<file path="src/rtl/vga_row_scheduler.sv">
// vga_row_scheduler
//   Time-shares one register-row renderer across N_ROWS CPU register sources.
//   All sources are snapshotted at frame start, so a frame shows one coherent
//   CPU state. The scheduler follows the raster line and presents the active
//   row's byte, index and first raster line to the renderer.
//
// Parameters
//   N_ROWS     number of sources / display rows (1..16)
//   START_V    first raster line of row 0
//   ROW_PITCH  raster lines per row (>=2)
//
// Ports
//   clk, reset    clock; synchronous active-high reset
//   vga_v         current raster line
//   vga_h         current pixel column (not used by the logic)
//   regs_in       packed sources, row i = regs_in[8*i+7:8*i]
//   freeze        hold the current snapshot at frame start
//   snap_req      pulse: capture at the next frame start even when frozen
//   snap_done     one-cycle pulse after a snapshot is taken
//   row_active    1 while the raster is inside a row band
//   row_index     active row index (0 outside a band)
//   row_start_v   first line of the active row (0 outside a band)
//   row_data      snapshot byte of the active row (0 outside a band)
//   frame_count   frames seen since reset, wraps 255->0
//   row_changed   (VGA_ROW_CHANGE_HL_EN only) active row byte differs from
//                 the previous snapshot
//
// Optional feature macro: VGA_ROW_CHANGE_HL_EN adds row_changed and a second
// snapshot bank holding the previous capture.

module vga_row_scheduler #(
    parameter int N_ROWS    = 7,
    parameter int START_V   = 10,
    parameter int ROW_PITCH = 10
) (
    input  logic                clk,
    input  logic                reset,
    input  logic [10:0]         vga_v,
    input  logic [10:0]         vga_h,
    input  logic [8*N_ROWS-1:0] regs_in,
    input  logic                freeze,
    input  logic                snap_req,
    output logic                snap_done,
    output logic                row_active,
    output logic [3:0]          row_index,
    output logic [10:0]         row_start_v,
    output logic [7:0]          row_data,
    output logic [7:0]          frame_count
`ifdef VGA_ROW_CHANGE_HL_EN
    ,
    output logic                row_changed
`endif
);

    localparam int LC_W = $clog2(ROW_PITCH);

    typedef enum logic [1:0] {IDLE, ACTIVE, DONE} state_t;

    state_t                   state, state_n;
    logic [10:0]              vga_v_q;
    logic                     new_line, frame_start, capture;
    logic                     pend;
    // Cleared by reset, set by the first frame start: a reset mid-frame
    // must not display anything until the raster wraps to line 0.
    logic                     armed;
    logic [LC_W-1:0]          line_cnt, line_cnt_n;
    logic [3:0]               cur_row, cur_row_n;
    logic [10:0]              cur_start, cur_start_n;
    logic [N_ROWS-1:0][7:0]   snap;
    logic [15:0][7:0]         snap_ext;
    logic                     active_n;
    logic                     unused_h;

    assign unused_h = ^vga_h;

    assign new_line    = (vga_v != vga_v_q);
    assign frame_start = new_line && (vga_v == 11'd0);
    // A snap_req landing in the frame-start cycle captures immediately.
    assign capture     = frame_start && (!freeze || pend || snap_req);

    // Pad the snapshot to 16 entries so the 4-bit row index selects cleanly.
    for (genvar g = 0; g < 16; g++) begin : g_ext
        if (g < N_ROWS) begin : g_row
            assign snap_ext[g] = snap[g];
        end else begin : g_pad
            assign snap_ext[g] = 8'h00;
        end
    end

    always_ff @(posedge clk) begin
        if (reset) state <= IDLE;
        else       state <= state_n;
    end

    always_comb begin
        state_n     = state;
        line_cnt_n  = line_cnt;
        cur_row_n   = cur_row;
        cur_start_n = cur_start;
        if (frame_start) begin
            state_n = IDLE;
        end else if (new_line) begin
            case (state)
                IDLE: begin
                    if (armed && vga_v == 11'(START_V)) begin
                        state_n     = ACTIVE;
                        cur_row_n   = 4'd0;
                        line_cnt_n  = '0;
                        cur_start_n = 11'(START_V);
                    end
                end
                ACTIVE: begin
                    if (line_cnt == LC_W'(ROW_PITCH - 1)) begin
                        if (cur_row == 4'(N_ROWS - 1)) begin
                            state_n = DONE;
                        end else begin
                            cur_row_n   = cur_row + 4'd1;
                            cur_start_n = cur_start + 11'(ROW_PITCH);
                            line_cnt_n  = '0;
                        end
                    end else begin
                        line_cnt_n = line_cnt + 1'b1;
                    end
                end
                default: ;
            endcase
        end
    end

    assign active_n = (state_n == ACTIVE);

    always_ff @(posedge clk) begin
        if (reset) begin
            vga_v_q     <= '0;
            armed       <= 1'b0;
            pend        <= 1'b0;
            line_cnt    <= '0;
            cur_row     <= '0;
            cur_start   <= '0;
            snap        <= '0;
            snap_done   <= 1'b0;
            frame_count <= '0;
            row_active  <= 1'b0;
            row_index   <= '0;
            row_start_v <= '0;
            row_data    <= '0;
        end else begin
            vga_v_q   <= vga_v;
            line_cnt  <= line_cnt_n;
            cur_row   <= cur_row_n;
            cur_start <= cur_start_n;
            if (frame_start) begin
                armed       <= 1'b1;
                frame_count <= frame_count + 8'd1;
            end
            if (capture) begin
                snap <= regs_in;
                pend <= 1'b0;
            end else if (snap_req) begin
                pend <= 1'b1;
            end
            snap_done   <= capture;
            // Capture only happens on frame start, which forces IDLE, so the
            // pre-capture snapshot is never shown on an active row here.
            row_active  <= active_n;
            row_index   <= active_n ? cur_row_n   : 4'd0;
            row_start_v <= active_n ? cur_start_n : 11'd0;
            row_data    <= active_n ? snap_ext[cur_row_n] : 8'h00;
        end
    end

`ifdef VGA_ROW_CHANGE_HL_EN
    logic [N_ROWS-1:0][7:0] prev;
    logic [15:0][7:0]       prev_ext;

    for (genvar g = 0; g < 16; g++) begin : g_pext
        if (g < N_ROWS) begin : g_row
            assign prev_ext[g] = prev[g];
        end else begin : g_pad
            assign prev_ext[g] = 8'h00;
        end
    end

    always_ff @(posedge clk) begin
        if (reset) begin
            prev        <= '0;
            row_changed <= 1'b0;
        end else begin
            if (capture) prev <= snap;
            row_changed <= active_n && (snap_ext[cur_row_n] != prev_ext[cur_row_n]);
        end
    end
`endif

endmodule
</file>
<file path="config.mk">
export PLATFORM = sky130hd
export DESIGN_NAME = vga_row_scheduler
export DESIGN_NICKNAME = d
export VERILOG_FILES = /design/src/rtl/vga_row_scheduler.sv
export SDC_FILE = /design/constraint.sdc
export NUM_CORES = 1
export LEC_CHECK = 0
export CAP_MARGIN = 25
export CORE_UTILIZATION = 30
export DETAILED_ROUTE_END_ITERATION = 12
export MAX_ROUTING_LAYER = met4
export SETUP_SLACK_MARGIN = 0.02
export SYNTH_ARGS = -nofsm -noshare
export SYNTH_HDL_FRONTEND = slang
export SYNTH_SLANG_ARGS = --single-unit
export TNS_END_PERCENT = 50
</file>
<file path="constraint.sdc">
create_clock -name clk -period 3.59 [get_ports clk]
set_input_delay 0.5385 -clock clk [delete_from_list [all_inputs] [get_ports clk]]
set_output_delay 0.5385 -clock clk [all_outputs]
set_load 0.02 [all_outputs]
</file>
==> results by group, run 1 <==
Clock network
  – Worst skew pair latency: about 0.42 ns
  – Clock transition at the registers of the reported paths: 0.06 ns
  – CTS tree: done
  – Hold-fix buffers, CTS: 0
  – CTS root buf: clkbuf_16
  – Total CTS buffers: 17
  – Setup Fix Bufs, Post-CTS: 0
  – Clk sink count: 123
  – H-Tree Depth: 4
  – Post-CTS sizing: 0
  – CTS max path bufs: 2

Global routing
  – Met1 usage: 0.212
  – Met2 Use GR: 0.264
  – Global-route usage over all layers: 0.169
  – GRT overflow: 0
  – Largest net degree at the start of global routing: 58
  – First-pass GRT wire length: 22.6 mm
  – Gr busiest metal: met2
  – Initial antenna violation count: 0
  – Met3 Use GR: 0.0392
  – Vias in the first global route: approximately 4400

Synth
  – Dominant cell type by area after synthesis: dfxtp_1
  – Synth cell count leaders: dfxtp_1 (123), a22o_1 (57), nor2_1 (48)
  – Cell count after synthesis: 520
  – Warnings, synthesis: 0
  – Seq/Total Area, Yosys: 0.484
  – Synth area leaders: dfxtp_1 (48%), a22o_1 (9.8%), nor2_1 (3.5%)
  – Post-synth top area share: 0.484
  – Register bit total from synthesis: approximately 120
  – Top-count cell post-synth: dfxtp_1
  – Syn avg cell area: 9.79 um2
  – Number of flops mapped to enable cells by yosys: 0
  – Fraction of registers with async set or reset after synthesis: 0
  – Dominant register cell in the synthesized netlist: dfxtp_1
  – Synth Cell Area: approximately 0.005 mm2
  – Post-Syn Nets: slightly above 600
  – Post-synthesis cell type count: 55

Place
  – DP Cell Count: between 800 and 900
  – Routability cong.: 0.823
  – Area post-placement: 0.00654 mm2
  – Post-DP HPWL: between 9 and 10 mm
  – # port buffers: around 100

Final layout
  – Core Util, Final: 0.431
  – Final Cell Area: 0.00715 mm2
  – ANT cells: 0
  – Share of cells above drive strength 1: 0.123
  – Area grow syn2layout: 40.4%
  – Post-route insts no fill: between 800 and 900
  – Layout net count: 727

Floorplanning
  – Die Ht: 132 um
  – Starting Density: 0.307
  – Die Wd: 132 um
  – Core area: about 0.017 mm2
  – Die area: approximately 0.017 mm2
  – Cell Rows: 47
  – IO Count: between 100 and 150

Power and ir drop
  – P_leak: 0.00255 uW
  – VDD IR max: 0.325 mV
  – Pwr/cell area: 457 mW/mm2

Timing
  – Clk_skew: 0.0134 ns
  – Count of final hold-check violations: 0
  – Fmax: around 340 MHz
  – RSZ-0062 raised after global routing: no
  – Slew Viols, Final: 0
  – Final period utilization: 0.831
  – Worst Max-Slew Pin Slew: ~0.9 ns
  – Final Setup Violations: 0
  – Setup tns final: 0 ns
  – Post-route minimum period: 2.99 ns
  – Hold Slack: 0.476 ns
  – Worst slew margin: 0.392

Job
  – Max-cap viol count: 0

Routing
  – DR vias: 4485
  – WL final: 13.9 mm
  – First-pass iteration count of the detailed router: 5
  – Vias per cell: 5.14
  – DR DRC count: 0
  – Initial DRC Count: 300
  – Post-DRT Antenna Nets: 0
  – DR WL/cell: 16.0 um

Hold path
  – WHS Path Cells: 2
  – Hold Path Origin: cur_start[0]$_SDFF_PP0_
  – Hold Path End: row_start_v[0]$_SDFF_PP0_
  – Hold Crit Class: flip-flop to flip-flop

Critical path
  – Reg2reg setup slack: 0.91 ns
  – Crit path launch type: input pin
  – Crit path arrival time: 3.31 ns
  – Crit end category: flip-flop
  – Worst EP required: around 3.9 ns
  – Crit Path Class: input pin to flip-flop
  – Crit path from: vga_v[6]
  – Reg2reg path depth: 9
  – Critical path peak fanout: 24
  – Critical register-to-register path startpoint: line_cnt[0]$_SDFFE_PP0P_
  – Worst r2r dst: row_data[5]$_SDFF_PP0_

Outcome
  – Status: completed
## kinds of logic (layout without fill, tap and decap cells)
| kind of cell | after synthesis | in the layout | synth area share |
|---|---|---|---|
| compound gates | 164 | 164 | 0.251 |
| buf+inv | 43 | 175 | 0.0366 |
| xor+xnor | 21 | 21 | 0.0361 |
| flops | 123 | 123 | 0.484 |
| fa+ha+maj | 6 | 6 | 0.0147 |
| mux | 2 | 2 | 0.00418 |
| simple gates | 161 | 161 | 0.173 |
## power by group
part	total, uW	leakage, uW	internal, uW	switching, uW
clock	1750	0.000298	1110	635
combinational	142	0.00126	88.4	53.4
sequential	1380	0.000994	1370	3.26
## flip-flops by register name, indices dropped and copies added (netlist names)
register and flops:
snap 56, row_active 1, armed 1, frame_count 8, row_index 4, cur_start 11
cur_row 4, row_start_v 11, row_data 8, state 2, vga_v_q 11, line_cnt 4
snap_done 1, pend 1
## layout by cell type, fill, tap and decap left out, types with 3 or more instances in the layout
cell / n
dfxtp_1: 123
a21boi_0: 18
inv_1: 7
xor2_1: 8
clkbuf_16: 17
a211oi_1: 19
and2_1: 8
a22o_1: 57
inv_6: 3
nor4_1: 17
bufinv_16: 3
nor2_1: 47
clkinv_4: 3
nand4_1: 8
nor2b_1: 12
o211ai_1: 16
clkinv_2: 3
nand2b_1: 4
buf_12: 3
or3_1: 4
or4_1: 3
xnor2_1: 13
and3_1: 3
ha_1: 6
nor3_1: 10
a221oi_1: 8
a21oi_1: 12
clkdlybuf4s50_1: 103
nand2_1: 13
o21ai_0: 18
nand3_1: 17
buf_4: 30
## worst max path at each step
stage | end | cells past startpoint
after global routing | row_data[1]$_SDFF_PP0_ | 10
after detailed placement | row_data[1]$_SDFF_PP0_ | 10
final | row_data[1]$_SDFF_PP0_ | 10
after global placement | row_data[2]$_SDFF_PP0_ | 9
after floorplan | row_data[0]$_SDFF_PP0_ | 8
after CTS | row_data[1]$_SDFF_PP0_ | 10
## per-stage QoR
stage,power (uW),setup slack [ns]
finish,3270,0.605
global route,3390,0.356
CTS,3300,0.604
detailed placement,1550,0.173
global placement,1550,0.226
floorplan,1440,0.926
## metal layers
| metal | wire length [um] | vias up |
|---|---|---|
| met5 | 0 | - |
| met4 | 199 | 0 |
| met3 | 616 | 17 |
| met2 | 6580 | 132 |
| met1 | 6530 | 2138 |
| li1 | - | 2198 |
## area by class of cell
| type | count | area [um2] |
|---|---|---|
| clock inverter | 13 | 165 |
| inverter | 7 | 26.3 |
| sequential | 123 | 2460 |
| timing repair buffer | 136 | 1320 |
| tap | 220 | 275 |
| clock buffer | 19 | 443 |
| fill | 1589 | 9440 |
| multi-input combinational | 354 | 2460 |
## critical path, cell delays in order
cell             delay, ns
clkdlybuf4s50_1       0.47
or4_4                 0.54
nor4_4                0.30
o21ai_1               0.18
buf_4                 0.19
o21ai_2               0.21
and2_1                0.27
buf_12                0.20
a211oi_1              0.12
nor4_1                0.29
Power figures use the tool's default switching activity.
==> run 2, diff against run 1 <==
Clock period 3.59 ns to 2.6 ns, I/O delays scaled along.
==> results by group, run 2 (same netlist as run 1, synthesis figures left out) <==
Outcome
  – Status: completed (unchanged)

Timing
  – Clk_skew: 0.00861 ns (was 0.0134 ns)
  – Hold Slack: 0.342 ns (was 0.476 ns)
  – Worst slew margin: 0.654 (was 0.392)
  – Final Setup Violations: 0 (unchanged)
  – Slew Viols, Final: 0 (unchanged)
  – Setup WS post-layout: 0.123 ns (was 0.605 ns)
  – Worst Max-Slew Pin Slew: 0.514 ns (was 0.905 ns)
  – Fmax: 404 MHz
  – Final period utilization: 0.953
  – Count of final hold-check violations: 0 (unchanged)
  – RSZ-0062 raised after global routing: no (unchanged)
  – Post-route minimum period: between 2 and 2.5 ns

Power and ir drop
  – Int Power: 3690 uW (was 2580 uW)
  – VDD IR max: 0.390 mV (was 0.325 mV)
  – Seq pwr share: 0.407 (was 0.421)
  – P_leak: 0.00291 uW (was 0.00255 uW)
  – Power share of the combinational group: 0.047 (was 0.043)
  – Clock power frac: 0.546 (was 0.535)
  – NetSw: 975 uW (was 692 uW)
  – Switching Fraction: 0.209 (was 0.212)
  – Total power: 4670 uW (was 3270 uW)
  – Pwr/cell area: 593 mW/mm2 (was 457 mW/mm2)

Routing
  – DR DRC count: 0 (unchanged)
  – DR WL/cell: 16.2 um (was 16.0 um)
  – Vias per cell: 5.10 (was 5.14)
  – DR vias: 4643 (was 4485)
  – WL final: 14.7 mm (was 13.9 mm)
  – Initial DRC Count: 285 (was 300)
  – First-pass iteration count of the detailed router: 4 (was 5)
  – Post-DRT Antenna Nets: 0 (unchanged)

Floorplanning
  – Die Wd: 132 um (unchanged)
  – Cell Rows: 47 (unchanged)
  – Die area: 0.0175 mm2 (unchanged)
  – Starting Density: 0.307 (unchanged)
  – Core area: 0.0166 mm2 (unchanged)
  – IO Count: 115 (unchanged)
  – Die Ht: 132 um (unchanged)

Final layout
  – Most common cell after layout, fill and taps aside: dfxtp_1 (unchanged)
  – Share of cells above drive strength 1: 0.236 (was 0.123)
  – ANT cells: 0 (unchanged)
  – Max FFs per register: 56 (unchanged)
  – Most frequent cells in the layout: dfxtp_1 (122), clkdlybuf4s50_1 (94), buf_4 (61), a22o_1 (57), nor2_1 (46) (was dfxtp_1 (123), clkdlybuf4s50_1 (103), a22o_1 (57), nor2_1 (47), buf_4 (30))
  – Layout net count: 765 (was 727)
  – Post-route insts no fill: 910 (was 872)
  – Largest reg by FF count: snap (unchanged)
  – Area grow syn2layout: 54.5% (was 40.4%)
  – Fill count: 1536 (was 1589)

Place
  – Setup Slack @ Placement: -0.622 ns (was 0.173 ns)
  – Routability cong.: 0.878 (was 0.823)
  – DP Cell Count: 878 (was 840)
  – Post-DP HPWL: 10.8 mm (was 10.0 mm)
  – # port buffers: 103 (unchanged)

Global routing
  – Vias in the first global route: 4741 (was 4408)
  – Met3 Use GR: 0.0396 (was 0.0392)
  – Gr busiest metal: met2 (unchanged)
  – Met1 usage: 0.218 (was 0.212)
  – GRT overflow: 0 (unchanged)
  – First-pass GRT wire length: 24.1 mm (was 22.6 mm)
  – Largest net degree at the start of global routing: 38 (was 58)
  – Initial antenna violation count: 0 (unchanged)
  – Met2 Use GR: 0.286 (was 0.264)
  – Global-route usage over all layers: 0.180 (was 0.169)

Clock network
  – Clock transition at the registers of the reported paths: 0.06 ns (about the same)
  – Clk sink count: 123 (unchanged)
  – Total CTS buffers: 17 (unchanged)
  – CTS max path bufs: 2 (unchanged)
  – CTS tree: done (unchanged)
  – H-Tree Depth: 4 (unchanged)
  – Worst skew pair latency: 0.42 ns (about the same)
  – CTS root buf: clkbuf_16 (unchanged)

Critical path
  – Reg2reg path depth: 10 (was 9)
  – Critical register-to-register path startpoint: cur_row[0]$_SDFF_PP0_ (was line_cnt[0]$_SDFFE_PP0P_)
  – Reg2reg setup slack: 0.22 ns (was 0.91 ns)
  – Crit Path Class: input pin to flip-flop (unchanged)
  – Crit path launch type: input pin (unchanged)
  – Crit path arrival time: 2.78 ns (was 3.31 ns)
  – Critical path peak fanout: 8 (was 24)
  – Crit end category: flip-flop (unchanged)
  – Worst EP required: 2.90 ns (was 3.91 ns)
  – Worst r2r dst: row_data[2]$_SDFF_PP0_ (was row_data[5]$_SDFF_PP0_)

Hold path
  – Hold Path Origin: vga_v[10] (was cur_start[0]$_SDFF_PP0_)
  – Hold Crit Class: input pin to flip-flop (was flip-flop to flip-flop)
  – WHS Path Cells: 2 (unchanged)
  – Hold Path End: vga_v_q[10]$_SDFF_PP0_ (was row_start_v[0]$_SDFF_PP0_)

Job
  – Max-cap viol count: 0 (unchanged)
[run 2: cell types whose count changed in the layout (fill, tap and decap cells not counted), sizes merged]
cell / previous run / this run
dlygate4sd2: 0 / 4
clkinvlp: 1 / 2
clkdlybuf4s50: 103 / 94
bufinv: 3 / 4
dlymetal6s2s: 0 / 5
clkinv: 6 / 5
inv: 10 / 9
buf: 33 / 71
[run 2: repair_timing]
item,4_1_cts,5_1_grt
endpoints found under the setup margin,8,12
buffers inserted,0,0
gates resized for setup,26,55
pin swaps,8,24
hold buffers,0,0
[run 2: area by class of cell]
type,count,area (um2),area share
inverters,7,26.3,0.00334
well taps,220,275,0.0350
repair buffers,174,1650,0.210
clock inverters,13,189,0.0240
flip-flops and latches,123,2460,0.313
multi-input cells,354,2810,0.357
clock buffers,19,453,0.0576
[run 2: critical path: stages]
cell and delay, ns:
clkdlybuf4s50_1 0.55, nor2_1 0.09, and4_2 0.26, or4_4 0.57, buf_4 0.18, o21ai_0 0.15
o211ai_1 0.12, a221oi_2 0.39, nor4_4 0.09
[run 2: worst max-delay path by stage]
stage,startpoint,to,slack [ns],depth (start not counted)
6_report,vga_v[3],row_data[2]$_SDFF_PP0_,0.12,9
4_1_cts,vga_v[4],row_data[5]$_SDFF_PP0_,0.04,9
2_1_floorplan,vga_v[7],row_data[0]$_SDFF_PP0_,0.08,8
5_1_grt,vga_v[3],row_data[5]$_SDFF_PP0_,0.04,9
3_5_place_dp,vga_v[5],row_data[2]$_SDFF_PP0_,-0.62,10
3_3_place_gp,vga_v[5],row_data[2]$_SDFF_PP0_,-0.58,10
[run 2: power by group through the flow]
stage          Clock [uW]  Sequential [uW]  Combinational (uW)
6_report             2550             1900                 218
5_1_grt              2690             1900                 231
4_1_cts              2590             1900                 217
3_5_place_dp            0             1940                 215
3_3_place_gp            0             1940                 211
2_1_floorplan           0             1940                49.0
[run 2: metal layers]
metal  vias up  wire (um)  part of all wire
li1       2270          -                 -
met1      2217       6710              0.46
met2       117       7060              0.48
met3        39        511             0.035
met4         0        445             0.030
met5         -          0                 0
[run 2: per-stage QoR]
step                      utilization  instance area (um2)  TNS [ns]
after floorplan                     -                 5090         0
after global placement          0.413                 6850    -25.59
after detailed placement        0.413                 6850    -34.73
after CTS                       0.459                 7600         0
after global routing            0.474                 7870         0
final                           0.474                 7870         0
